==> src/rtl/seven_seg_scanner_if.sv <==
// Signal bundle between the datapath and the time-multiplexed seven-segment scanner.
interface seven_seg_scanner_if;
    logic [15:0] digits_in;
    logic [3:0]  dp_in;
    logic [3:0]  blank_in;
    logic        lz_en;
    logic        load;
    logic        load_ack;
    logic        frame_start;
    logic [3:0]  io_7seg_select;
    logic [7:0]  io_7seg;

    modport master (
        output digits_in, dp_in, blank_in, lz_en, load,
        input  load_ack, frame_start, io_7seg_select, io_7seg
    );

    modport slave (
        input  digits_in, dp_in, blank_in, lz_en, load,
        output load_ack, frame_start, io_7seg_select, io_7seg
    );
endinterface

==> src/rtl/seven_seg_scanner.sv <==
// Four-digit seven-segment scanner: blank gap + dwell per digit, double-buffered digit
// values committed only at frame boundaries, leading-zero suppression and blank override.
module seven_seg_scanner #(
    parameter int DWELL_CYCLES = 50000,
    parameter int BLANK_CYCLES = 500
) (
    input  logic               cu_clk,
    input  logic               btn_reset,
    seven_seg_scanner_if.slave bus
);
    localparam int CNT_MAX0 = (DWELL_CYCLES > BLANK_CYCLES) ? DWELL_CYCLES : BLANK_CYCLES;
    localparam int CNT_MAX  = (CNT_MAX0 > 2) ? CNT_MAX0 : 2;
    localparam int CNT_W    = $clog2(CNT_MAX);
    localparam bit HAS_BLANK = (BLANK_CYCLES > 0);
    localparam logic [CNT_W-1:0] DWELL_LAST = CNT_W'(DWELL_CYCLES - 1);
    localparam logic [CNT_W-1:0] BLANK_LAST = CNT_W'((BLANK_CYCLES > 0) ? BLANK_CYCLES - 1 : 0);

    typedef enum logic {
        ST_BLANK = 1'b0,
        ST_DRIVE = 1'b1
    } state_t;

    state_t           state_q, state_d;
    logic [1:0]       idx_q, idx_d;
    logic [CNT_W-1:0] cnt_q, cnt_d;
    logic             run_q;
    logic             frame_edge;
    logic             commit;

    logic        pending_q, pending_d;
    logic [15:0] stage_digits_q, stage_digits_d;
    logic [3:0]  stage_dp_q, stage_dp_d;
    logic [3:0]  stage_blank_q, stage_blank_d;
    logic [15:0] shadow_digits_q, shadow_digits_d;
    logic [3:0]  shadow_dp_q, shadow_dp_d;
    logic [3:0]  shadow_blank_q, shadow_blank_d;

    logic [3:0]      select_q, select_d;
    logic [7:0]      seg_q, seg_d;
    logic            frame_start_q;
    logic            load_ack_q;
    logic [3:0][7:0] digit_seg;

    function automatic logic [6:0] hex_to_seg(input logic [3:0] nib);
        logic [6:0] pat;
        case (nib)
            4'h0: pat = 7'h7E;
            4'h1: pat = 7'h30;
            4'h2: pat = 7'h6D;
            4'h3: pat = 7'h79;
            4'h4: pat = 7'h33;
            4'h5: pat = 7'h5B;
            4'h6: pat = 7'h5F;
            4'h7: pat = 7'h70;
            4'h8: pat = 7'h7F;
            4'h9: pat = 7'h7B;
            4'hA: pat = 7'h77;
            4'hB: pat = 7'h1F;
            4'hC: pat = 7'h4E;
            4'hD: pat = 7'h3D;
            4'hE: pat = 7'h4F;
            default: pat = 7'h47;
        endcase
        return pat;
    endfunction

    // The register set describes the current cycle; the first edge after reset enters
    // cycle 0 of frame 0 without advancing, so it counts as a frame boundary.
    always_comb begin
        state_d    = state_q;
        idx_d      = idx_q;
        cnt_d      = cnt_q;
        frame_edge = 1'b0;
        if (!run_q) begin
            state_d    = HAS_BLANK ? ST_BLANK : ST_DRIVE;
            idx_d      = 2'd0;
            cnt_d      = '0;
            frame_edge = 1'b1;
        end else if (state_q == ST_BLANK) begin
            if (cnt_q == BLANK_LAST) begin
                state_d = ST_DRIVE;
                cnt_d   = '0;
            end else begin
                cnt_d = cnt_q + CNT_W'(1);
            end
        end else begin
            if (cnt_q == DWELL_LAST) begin
                state_d    = HAS_BLANK ? ST_BLANK : ST_DRIVE;
                idx_d      = idx_q + 2'd1;
                cnt_d      = '0;
                frame_edge = (idx_q == 2'd3);
            end else begin
                cnt_d = cnt_q + CNT_W'(1);
            end
        end
    end

    // Commit reads the old staging contents, so a load on the boundary edge waits a frame.
    always_comb begin
        commit          = frame_edge & pending_q;
        stage_digits_d  = stage_digits_q;
        stage_dp_d      = stage_dp_q;
        stage_blank_d   = stage_blank_q;
        shadow_digits_d = shadow_digits_q;
        shadow_dp_d     = shadow_dp_q;
        shadow_blank_d  = shadow_blank_q;
        if (bus.load) begin
            stage_digits_d = bus.digits_in;
            stage_dp_d     = bus.dp_in;
            stage_blank_d  = bus.blank_in;
        end
        if (commit) begin
            shadow_digits_d = stage_digits_q;
            shadow_dp_d     = stage_dp_q;
            shadow_blank_d  = stage_blank_q;
        end
        pending_d = bus.load | (pending_q & ~commit);
    end

    for (genvar gi = 0; gi < 4; gi++) begin : g_digit
        logic [3:0] nib;
        logic       suppress;
        assign nib = shadow_digits_d[4*gi +: 4];
        if (gi == 0) begin : g_units
            assign suppress = 1'b0;
        end else begin : g_upper
            assign suppress = bus.lz_en && (shadow_digits_d[15:4*gi] == '0);
        end
        assign digit_seg[gi] = shadow_blank_d[gi] ? 8'hFF
                             : suppress           ? {~shadow_dp_d[gi], 7'h7F}
                             :                      ~{shadow_dp_d[gi], hex_to_seg(nib)};
    end

    always_comb begin
        select_d = 4'b1111;
        seg_d    = 8'hFF;
        if (state_d == ST_DRIVE) begin
            select_d[idx_d] = 1'b0;
            seg_d           = digit_seg[idx_d];
        end
    end

    always_ff @(posedge cu_clk) begin
        if (!btn_reset) begin
            state_q         <= ST_BLANK;
            idx_q           <= 2'd0;
            cnt_q           <= '0;
            run_q           <= 1'b0;
            pending_q       <= 1'b0;
            stage_digits_q  <= '0;
            stage_dp_q      <= '0;
            stage_blank_q   <= '0;
            shadow_digits_q <= '0;
            shadow_dp_q     <= '0;
            shadow_blank_q  <= '0;
            select_q        <= 4'b1111;
            seg_q           <= 8'hFF;
            frame_start_q   <= 1'b0;
            load_ack_q      <= 1'b0;
        end else begin
            state_q         <= state_d;
            idx_q           <= idx_d;
            cnt_q           <= cnt_d;
            run_q           <= 1'b1;
            pending_q       <= pending_d;
            stage_digits_q  <= stage_digits_d;
            stage_dp_q      <= stage_dp_d;
            stage_blank_q   <= stage_blank_d;
            shadow_digits_q <= shadow_digits_d;
            shadow_dp_q     <= shadow_dp_d;
            shadow_blank_q  <= shadow_blank_d;
            select_q        <= select_d;
            seg_q           <= seg_d;
            frame_start_q   <= frame_edge;
            load_ack_q      <= commit;
        end
    end

    assign bus.io_7seg_select = select_q;
    assign bus.io_7seg        = seg_q;
    assign bus.frame_start    = frame_start_q;
    assign bus.load_ack       = load_ack_q;
endmodule
==> src/flat_wrapper.sv <==
// flat-port wrapper written by rule: the top's interface ports become plain ports
module seven_seg_scanner_flat 
#(
    parameter int DWELL_CYCLES = 50000,
    parameter int BLANK_CYCLES = 500
)
  (cu_clk, btn_reset, bus_digits_in, bus_dp_in, bus_blank_in, bus_lz_en, bus_load, bus_load_ack, bus_frame_start, bus_io_7seg_select, bus_io_7seg);
  seven_seg_scanner_if bus_i ();
  input  logic cu_clk;
  input  logic btn_reset;
  input wire logic [$bits(bus_i.digits_in)-1:0] bus_digits_in;
  input wire logic [$bits(bus_i.dp_in)-1:0] bus_dp_in;
  input wire logic [$bits(bus_i.blank_in)-1:0] bus_blank_in;
  input wire logic [$bits(bus_i.lz_en)-1:0] bus_lz_en;
  input wire logic [$bits(bus_i.load)-1:0] bus_load;
  output wire logic [$bits(bus_i.load_ack)-1:0] bus_load_ack;
  output wire logic [$bits(bus_i.frame_start)-1:0] bus_frame_start;
  output wire logic [$bits(bus_i.io_7seg_select)-1:0] bus_io_7seg_select;
  output wire logic [$bits(bus_i.io_7seg)-1:0] bus_io_7seg;
  assign bus_i.digits_in = bus_digits_in;
  assign bus_i.dp_in = bus_dp_in;
  assign bus_i.blank_in = bus_blank_in;
  assign bus_i.lz_en = bus_lz_en;
  assign bus_i.load = bus_load;
  assign bus_load_ack = bus_i.load_ack;
  assign bus_frame_start = bus_i.frame_start;
  assign bus_io_7seg_select = bus_i.io_7seg_select;
  assign bus_io_7seg = bus_i.io_7seg;
  seven_seg_scanner #(.DWELL_CYCLES(DWELL_CYCLES), .BLANK_CYCLES(BLANK_CYCLES)) u_core (.cu_clk(cu_clk), .btn_reset(btn_reset), .bus(bus_i));
endmodule
==> config.mk <==
export PLATFORM = sky130hd
export DESIGN_NAME = seven_seg_scanner_flat
export DESIGN_NICKNAME = d
export VERILOG_FILES = /design/src/rtl/seven_seg_scanner_if.sv /design/src/rtl/seven_seg_scanner.sv /design/src/flat_wrapper.sv
export SDC_FILE = /design/constraint.sdc
export NUM_CORES = 1
export LEC_CHECK = 0
export CAP_MARGIN = 20
export CORE_ASPECT_RATIO = 1.2
export CORE_MARGIN = 2
export CORE_UTILIZATION = 30
export CTS_CLUSTER_SIZE = 10
export DETAILED_ROUTE_END_ITERATION = 16
export SYNTH_ARGS = -nofsm -noshare
export SYNTH_HDL_FRONTEND = slang
export SYNTH_SLANG_ARGS = --single-unit
==> constraint.sdc <==
create_clock -name cu_clk -period 8.88 [get_ports cu_clk]
set_input_delay 1.776 -clock cu_clk [delete_from_list [all_inputs] [get_ports cu_clk]]
set_output_delay 1.776 -clock cu_clk [all_outputs]
set_load 0.03 [all_outputs]
==> results.toml <==
[status]
status = "finished clean"

[logic_synthesis]
syn_area_mm2 = 0.00480
synth-warning-count = 0
yosys-top-cells-area = "dfxtp_1 35%, mux2i_1 9.4%, nor2b_1 4.6%"
yosysTopAreaCellShare = 0.346
synth_edf_count = 0
yosys-top-cells-count = "83 x dfxtp_1, 45 x mux2i_1, 44 x nand2_1, 38 x nor2_1, 35 x nor2b_1"
yosysUniqueCellTypes = 64
synthSimpleGateAreaFrac = 0.233
synth-main-ff-cell = "dfxtp_1"
synth_nets = 578
synth_fa_ha_area_frac = 0.0444
synth-seq-cells = 83
yosysMostFrequentCell = "dfxtp_1"
seq_area_frac_synth = 0.346
yosys.area.top_type = "dfxtp_1"
synth_xor_area_frac = 0.0292
async_flop_share = 0
synthMuxAreaShare = 0.160
avgSynthCellArea_um2 = 9.00
syn_inst = 533
synth_compound_area_frac = 0.144
synth_top_family_by_area = "simple AND/OR/NAND/NOR gates"

[grt]
grt_antenna_before_repair = 0
globalRouteTotalUtil = 0.143
grt_overflow_total = 0
grt_max_degree = 54
grt_pass1_wl_mm = 19.3
grt_pass1_vias = 3816

[worst_setup_path]
crit_chain = "ha_1 -> and4_1 -> nand4_2 -> o21a_2 -> buf_4 -> mux2i_2 -> inv_1 -> ha_1 -> a31o_1 -> a21oi_1 -> o221ai_1 -> a221o_1"
start_kind = "flop"
crit_path_frequent_cell = "ha_1"
crit_slowest_cell = "o21a_2"
worst-path-max-fanout = 24
critPathArrivalTime_ns = 4.01
endpoint_kind = "flop"
slowest_delay_ns = 0.59
worstPathRequired_ns = 9.11
path_class = "reg -> reg"

[cells_and_area]
seq_area_mm2 = 0.00166
fillers = 1612
antenna_cells = 0
multi_input_area_mm2 = 0.00293
layout-drive-gt1-share = 0.0867
utilization = 0.362
nets = 605
area_growth_pct = 18.1

[route]
dr.pass1.iters = 4
vias_per_cell = 5.09
finalWirelength_mm = 11.6
num_vias = 3938
drt_iter0_drc = 225
ant_nets = 0
wl_per_cell_um = 15.0
drc = 0

[timing]
fin_skew_ns = 0.00992
setup_viol = 0
clock.fmax_mhz = 265
fin_crit_sh = 0.425
tightest_slew_ns = 1.02
timing.slew.headroom = 0.303
slew_violations = 0
rsz0062_at_grt = "false"
setup_tns_ns = 0
min_period_ns = 3.78
final_hold_viol_count = 0

[clock_network]
root_buffer = "clkbuf_16"
holdBufCountCts = 0
cts_tree = "done"
clk-insertion-delay-late_ns = 0.35
htreeDepth = 3
cts.sinks = 83
cts-resized-gates = 0
post-cts-setup-buffers = 0
path_clk_slew_ns = 0.06
cts_max_path_buffers = 2
cts_buffers = 9

[die]
die_x_um = 119
rows = 50
num_io_pins = 42
dieHeight_um = 143
dieArea_mm2 = 0.0170
core-area_mm2 = 0.0156
initial_core_util = 0.307

[pwr]
switchingPower_mw = 0.216
intPower_mw = 0.661
p_seq_frac = 0.448
p_sw_frac = 0.246
p_per_area_mw_per_mm2 = 155
totalPowerFinal_mw = 0.877
ir_drop_mv = 0.0946
leakage_nw = 2.20
clkPwrFrac = 0.448
comb_power_share = 0.104

[run]
cap_viol_max_count = 0

[placed_design]
port_buffers = 41
gp_congestion = 0.805
hpwl_mm = 8.61

[worst_hold_path]
hold_class = "reg -> reg"
==> layout make-up <==
class                      count  share of cell area
tap                          208              0.0460
timing repair buffer          45              0.0778
inverter                      14             0.00928
clock buffer                  12              0.0453
clock inverter                 4              0.0102
sequential                    83               0.293
multi-input combinational    407               0.518
==> cells in the final DEF (no fill, tap or decap), types with 9 or more instances in the layout <==
master,count
o31ai_1,9
ha_1,17
o21ai_0,14
xor2_1,11
a21oi_1,19
and2_1,14
clkbuf_16,9
nor3_1,10
dfxtp_1,83
nor2b_1,35
nand2_1,44
mux2i_1,45
clkdlybuf4s50_1,41
inv_1,13
nand3_1,20
nor2_1,38
==> per-layer routing <==
metal / GRT usage / routed length, um / up-vias
met5: 0 / 0 / -
met4: 0.0737 / 366 / 0
met3: 0.0296 / 394 / 28
met2: 0.239 / 5520 / 88
met1: 0.173 / 5340 / 1854
li1: - / - / 1968
==> sequential cells by signal, summed over array words and instances (netlist names), 2 cells and up <==
| register | count |
|---|---|
| u_core.stage_blank_q | 4 |
| u_core.shadow_digits_q | 16 |
| u_core.bus.io_7seg_select | 4 |
| u_core.bus.io_7seg | 8 |
| u_core.stage_dp_q | 4 |
| u_core.stage_digits_q | 16 |
| u_core.shadow_blank_q | 4 |
| u_core.idx_q | 2 |
| u_core.shadow_dp_q | 4 |
| u_core.cnt_q | 16 |
==> path summary, 6_finish.rpt <==
kind | startpoint | end | depth (start not counted) | slack [ns]
worst max-delay path | u_core.cnt_q[0]$_SDFF_PN0_ | u_core.bus.io_7seg[2]$_SDFF_PN1_ | 12 | 5.10
worst min-delay path | u_core.cnt_q[0]$_SDFF_PN0_ | u_core.cnt_q[0]$_SDFF_PN0_ | 1 | 0.46
worst max register to register | u_core.cnt_q[0]$_SDFF_PN0_ | u_core.bus.io_7seg[2]$_SDFF_PN1_ | 12 | 5.10
worst min register to register | u_core.cnt_q[0]$_SDFF_PN0_ | u_core.cnt_q[0]$_SDFF_PN0_ | 1 | 0.46
==> cell families (layout without fill, tap and decap cells) <==
logic type | count (synthesis) | after routing
AND/OR/NAND/NOR | 208 | 208
AO/OA/AOI/OAI | 99 | 99
flip-flops | 83 | 83
multiplexers | 67 | 67
buffers and inverters | 43 | 75
adder cells (fa/ha/maj) | 17 | 17
XOR/XNOR | 16 | 16
==> power by group through the flow <==
stage / sequential (mW) / clock, mW / combinational (mW)
floorplan: 0.398 / 0 / 0.0643
global placement: 0.401 / 0 / 0.0898
detailed placement: 0.401 / 0 / 0.0909
CTS: 0.393 / 0.403 / 0.0911
global route: 0.394 / 0.415 / 0.0997
finish: 0.393 / 0.393 / 0.0912
==> critical path, delay by kind of cell (launching register included) <==
kind | cells | cell delay (ns)
adders and majority gates | 2 | 0.52
muxes | 1 | 0.50
and+or+nand+nor | 2 | 0.38
DFF | 1 | 0.33
buffers and inverters | 2 | 0.56
AOI/OAI and AO/OA | 5 | 1.36
==> per-stage QoR <==
step	setup WS, ns	std cells	cell area (um2)	hold slack (ns)
4_1_cts	5.08	773	5660	0.468
3_3_place_gp	5.09	757	5350	0.439
3_5_place_dp	4.95	757	5350	0.457
2_1_floorplan	5.92	533	4800	0.426
5_1_grt	4.81	773	5660	0.494
6_report	5.10	773	5660	0.463
Power figures use the tool's default switching activity.
